`src/rtl/relu_ctrl_pkg.sv`:
```
// relu_ctrl_pkg: shared state type, default sizes and bias adder for the ReLU layer controller
package relu_ctrl_pkg;
  localparam int DATA_W = 4;
  localparam int N_NEURONS = 4;
  typedef enum logic [1:0] {IDLE, RUN, DRAIN} relu_ctrl_state_t;
  function automatic int sat_add(input int a, input int b, input bit sat, input int w);
    int s, hi, lo;
    s = a + b;
    hi = (1 << (w - 1)) - 1;
    lo = -(1 << (w - 1));
    if (sat) return s > hi ? hi : (s < lo ? lo : s);
    return (s << (32 - w)) >>> (32 - w);
  endfunction
endpackage

```
`src/rtl/relu_layer_ctrl_relu.sv`:
```
// relu: clamps a signed value to zero when negative
module relu #(
  parameter int DATA_W = 4
) (
  input  logic signed [DATA_W-1:0] x,
  output logic        [DATA_W-1:0] y
);
  assign y = x[DATA_W-1] ? '0 : x;
endmodule

```
`src/rtl/relu_layer_ctrl.sv`:
```
// relu_layer_ctrl: sequences one ReLU layer, y[i] = relu(z[i] + bias[i]) over a valid/ready stream
module relu_layer_ctrl
  import relu_ctrl_pkg::*;
#(
  parameter int DATA_W    = relu_ctrl_pkg::DATA_W,
  parameter int N_NEURONS = relu_ctrl_pkg::N_NEURONS,
  parameter int SAT       = 1,
  localparam int IDX_W    = $clog2(N_NEURONS)
) (
  input  logic                     CLOCK_50,
  input  logic                     RESET,
  input  logic                     start,
  input  logic                     bias_we,
  input  logic [IDX_W-1:0]         bias_addr,
  input  logic signed [DATA_W-1:0] bias_wdata,
  input  logic                     z_valid,
  output logic                     z_ready,
  input  logic signed [DATA_W-1:0] z_data,
  output logic                     y_valid,
  input  logic                     y_ready,
  output logic [DATA_W-1:0]        y_data,
  output logic [IDX_W-1:0]         y_idx,
  output logic                     busy,
  output logic                     done
);
  relu_ctrl_state_t state_q, state_d;
  logic [IDX_W-1:0] idx_q, idx_d;
  logic signed [DATA_W-1:0] bias_q [N_NEURONS];
  logic signed [DATA_W-1:0] bias_d [N_NEURONS];
  logic y_valid_q, y_valid_d;
  logic [DATA_W-1:0] y_data_q, y_data_d;
  logic [IDX_W-1:0] y_idx_q, y_idx_d;
  logic done_q, done_d;
  logic accept;
  logic signed [DATA_W-1:0] sum;
  logic [DATA_W-1:0] relu_y;
  assign sum = DATA_W'(sat_add(int'(z_data), int'(bias_q[idx_q]), SAT != 0, DATA_W));
  relu #(.DATA_W(DATA_W)) u_relu (.x(sum), .y(relu_y));
  // single output register: a new sample may enter whenever the held one leaves this cycle
  assign z_ready = (state_q == RUN) && (!y_valid_q || y_ready);
  assign accept  = z_valid && z_ready;
  assign y_valid = y_valid_q;
  assign y_data  = y_data_q;
  assign y_idx   = y_idx_q;
  assign busy    = state_q != IDLE;
  assign done    = done_q;
  always_comb begin
    state_d   = state_q;
    idx_d     = idx_q;
    bias_d    = bias_q;
    done_d    = 1'b0;
    y_valid_d = accept ? 1'b1 : (y_ready ? 1'b0 : y_valid_q);
    y_data_d  = accept ? relu_y : y_data_q;
    y_idx_d   = accept ? idx_q : y_idx_q;
    case (state_q)
      IDLE: begin
        if (bias_we && int'(bias_addr) < N_NEURONS) bias_d[bias_addr] = bias_wdata;
        if (start) begin
          state_d = RUN;
          idx_d   = '0;
        end
      end
      RUN: begin
        if (accept) begin
          idx_d   = (idx_q == IDX_W'(N_NEURONS - 1)) ? '0 : idx_q + IDX_W'(1);
          state_d = (idx_q == IDX_W'(N_NEURONS - 1)) ? DRAIN : RUN;
        end
      end
      DRAIN: begin
        if (y_valid_q && y_ready) begin
          state_d = IDLE;
          done_d  = 1'b1;
        end
      end
      default: state_d = IDLE;
    endcase
  end
  always_ff @(posedge CLOCK_50 or posedge RESET) begin
    if (RESET) begin
      state_q   <= IDLE;
      idx_q     <= '0;
      bias_q    <= '{default: '0};
      y_valid_q <= 1'b0;
      y_data_q  <= '0;
      y_idx_q   <= '0;
      done_q    <= 1'b0;
    end else begin
      state_q   <= state_d;
      idx_q     <= idx_d;
      bias_q    <= bias_d;
      y_valid_q <= y_valid_d;
      y_data_q  <= y_data_d;
      y_idx_q   <= y_idx_d;
      done_q    <= done_d;
    end
  end
endmodule
```
`config.mk`:
```
export PLATFORM = sky130hd
export DESIGN_NAME = relu_layer_ctrl
export DESIGN_NICKNAME = d
export VERILOG_FILES = /design/src/rtl/relu_ctrl_pkg.sv /design/src/rtl/relu_layer_ctrl_relu.sv /design/src/rtl/relu_layer_ctrl.sv
export SDC_FILE = /design/constraint.sdc
export NUM_CORES = 1
export LEC_CHECK = 0
export CAP_MARGIN = 10
export CORE_ASPECT_RATIO = 0.9
export CORE_UTILIZATION = 45
export DETAILED_ROUTE_END_ITERATION = 16
export MAX_ROUTING_LAYER = met4
export PLACE_DENSITY = 0.81
export SLEW_MARGIN = 5
export SYNTH_ARGS = -nofsm -noshare
export SYNTH_HDL_FRONTEND = slang
export SYNTH_HIERARCHICAL = 1
export SYNTH_SLANG_ARGS = --single-unit
```
`constraint.sdc`:
```
create_clock -name CLOCK_50 -period 2.8 [get_ports CLOCK_50]
set_input_delay 0.42 -clock CLOCK_50 [delete_from_list [all_inputs] [get_ports CLOCK_50]]
set_output_delay 0.42 -clock CLOCK_50 [all_outputs]
set_load 0.005 [all_outputs]
```
==> results.yml, run 1 <==
synthesis:
  yosysSeqAreaShare_pct: 44.9
  synth_cell_type_count: 42
  yosys_warnings: 6
  syn-num-nets: 163
  muxShareOfSynthArea_pct: 17.9
  syn_area_mm2: 0.00156
  synthSimpleGateAreaFrac_pct: 17.5
  synth_cells: 141
  ys_ff_latch: 28
  synth_top_family_by_area: "multiplexers"
  postSynthAreaPerCell_um2: 11.1
  synth_compound_area_share_pct: 8.33
  synthAdderAreaFrac_pct: 6.57
  synth_xor_area_share_pct: 0
pwr:
  seqPwrFrac_pct: 30.5
  p_total_uw: 2300
  peakVddDrop_uv: 554
  p_leak_uw: 0.000854
  switching_share_pct: 36.5
  power.density_mw_per_mm2: 1180
  pwr-share-comb_pct: 55.6
  p_clk_share_pct: 14.0
  power.internal_uw: 1460
  p_switching_uw: 837
place:
  gp_congestion: 0.854
  dpl_worst_slack_ps: 119
  dpl.hpwl_um: 2380
  placement.io_buffers: 25
worst_setup_path:
  crit_path_start_kind: "flip-flop"
  cpPeakStageDelay_ps: 520
  endpoint_kind: "flip-flop"
  crit_arrival_ps: 2830
  crit_slowest_cell: "mux4_2"
  cp_data_required_time_ps: 2990
  cp_num_buf_inv: 1
  ff2ff_setup_slack_ps: 150
  cpLargestDelayFamily: "simple AND/OR/NAND/NOR gates"
  path_class: "flip-flop to flip-flop"
  crit_path_frequent_cell: "nand2_1"
  path_cells: "mux4_2, ha_2, inv_1, fa_2, nand2_1, or4_4, a221oi_2, a21oi_1, nor2b_1, nand2_1, nand2_1"
  cp_max_fo: 4
global_route:
  gr-total-overflow: 0
  grt_max_degree: 29
  antenna_found_initial: 0
  grt_pass1_vias: 1128
  grt_pass1_wl_um: 5260
  grt_usage_pct: 19.2
clocking:
  cts_sinks: 28
  cts_tree: "done"
  cts_htree_levels: 1
  cts-root-buf: "clkbuf_8"
  clk_pin_slew_ps: 100
  cts_made_buffers: 3
  clk_path_buf_depth: 2
  clk_latency_ps: 280
  cts_hold_buf: 0
final_layout:
  fillers: 278
  drive_above_1_share_pct: 22.8
  diodes: 0
  seqCellArea_um2: 701
  finalNetCount: 190
  multi_input_comb_area_um2: 807
  layout_commonest_cell: "nand2_1"
  mostFrequentLayoutCells: "nand2_1, dfrtp_1, clkdlybuf4s50_1"
  area_delta_synth_final_pct: 24.4
detailed_routing:
  routed_via_density: 5.46
  drt_iter0_drc: 72
  drc_errors: 0
  wl_per_cell_um: 15.2
  num_vias: 1142
  drtPass1Iterations: 4
  wl_um: 3180
  ant_nets: 0
timing:
  setup_viol: 0
  final.setup.worst_slack_ps: 153
  min_period_ps: 2650
  finClkSkew_ps: 8.67
  hold_violations: 0
  hold_ws_ps: 485
  slew_viol_final: 0
  fin_crit_sh_pct: 94.5
  fmax_mhz: 378
floorplanning:
  die_w_um: 64.1
  core_mm2: 0.00319
  num_io_pins: 26
  die_area_mm2: 0.00371
  initial_core_util_pct: 49.0
  row_count: 19
  die_h_um: 57.9
run_status:
  status: "completed"
hold_path:
  worstHoldPathType: "flip-flop to flip-flop"
flow_run:
  maxCapViolations: 0
path summary, 6_finish.rpt:
path / startpoint / end / depth (start not counted)
max: idx_q[0]$_DFFE_PP0P_ / y_data[0]$_DFFE_PP0P_ / 11
min: y_idx[0]$_DFFE_PP0P_ / y_idx[0]$_DFFE_PP0P_ / 2
max reg2reg: idx_q[0]$_DFFE_PP0P_ / y_data[0]$_DFFE_PP0P_ / 11
min reg2reg: y_idx[0]$_DFFE_PP0P_ / y_idx[0]$_DFFE_PP0P_ / 2
max in group asynchronous: RESET / bias_q[1]$_DFFE_PP0P_ / 3
min in group asynchronous: RESET / done$_DFF_PP0_ / 3
registers in the layout (all words and copies together), names as in the netlist:
signal   flops
y_valid      1
idx_q        2
y_idx        2
done         1
y_data       4
bias_q      16
state_q      2
worst register-to-register path: stages (launching register included):
cell and delay [ps]:
dfrtp_1 410, mux4_2 520, ha_2 200, inv_1 80, fa_2 240, nand2_1 80, or4_4 490, a221oi_2 220
a21oi_1 60, nor2b_1 130, nand2_1 70, nand2_1 50
through the flow:
stage / instances / utilization, % / cell area, um^2 / TNS (ps)
2_1_floorplan: 141 / - / 1560 / 0
3_3_place_gp: 204 / 57.9 / 1850 / 0
3_5_place_dp: 204 / 57.9 / 1850 / 0
4_1_cts: 208 / 60.2 / 1920 / 0
5_1_grt: 209 / 61.0 / 1940 / -3.26
6_report: 209 / 61.0 / 1940 / 0
power by group through the flow:
| stage | Sequential, uW | Combinational [uW] | Clock [uW] |
|---|---|---|---|
| 2_1_floorplan | 658 | 922 | 0 |
| 3_3_place_gp | 699 | 1150 | 0 |
| 3_5_place_dp | 708 | 1210 | 0 |
| 4_1_cts | 700 | 1220 | 324 |
| 5_1_grt | 725 | 1400 | 345 |
| 6_report | 700 | 1280 | 320 |
Yosys cell counts, drive strengths merged:
library cell  number  area share, %
o21ai              4            1.3
a21boi             1           0.48
conb               1           0.24
a21o               1           0.48
buf                5            2.2
ha                 5            4.0
a31oi              1           0.40
nand2             29            7.0
or3                1           0.40
a221oi             1           0.96
o2111ai            1           0.56
nor2               2           0.64
and3b              1           0.56
nor2b              4            1.6
a21oi              3           0.96
o21bai             1           0.48
o211ai             1           0.48
nand3              4            1.3
dfrtp             28             45
clkbuf             2           0.48
nor3b              2            1.7
o32a               1           0.72
fa                 1            1.3
a32oi              1           0.56
maj3               2            1.3
mux4               4            5.8
nor3               1           0.64
nand4b             2            1.5
mux2              16             12
nand2b             1           0.40
inv                8            1.9
mux2i              1           0.64
o311ai             1           0.56
o22ai              1           0.40
or4                1           0.72
and4b              1           0.64
nand4              1           0.40
cell families (layout without fill, tap and decap cells):
group / Yosys count / in the layout
other cells: 1 / 1
buf+inv: 15 / 41
compound gates: 18 / 18
mux: 21 / 21
simple gates: 50 / 50
fa+ha+maj: 8 / 8
flops: 28 / 28
what timing repair did:
| action | 4_1_cts | 5_1_grt |
|---|---|---|
| gates resized for setup | 0 | 3 |
| setup endpoints to repair | 0 | 1 |
| buffers inserted | 0 | 1 |
final cells by class:
cell class                      instances  area share (%)
Multi-Input combinational cell         98            41.6
Sequential cell                        28            36.1
Timing Repair Buffer                   29            14.4
Tap cell                               42            2.71
Clock buffer                            3            2.13
Clock inverter                          1            1.55
Inverter                                8            1.55
routing by layer:
| metal | global-route usage [%] | share of wire (%) |
|---|---|---|
| met1 | 25.0 | 45 |
| met2 | 30.9 | 50 |
| met3 | 2.56 | 3.1 |
| met4 | 7.62 | 2.0 |
| met5 | - | 0 |
(Power assumes the default switching activity.)
==> inputs of run 2 (changes only) <==
Settings changed: SKIP_LAST_GASP set to 1.
==> results of run 2 <==
No change in the layout: final DEF, timing and power equal those of run 1.
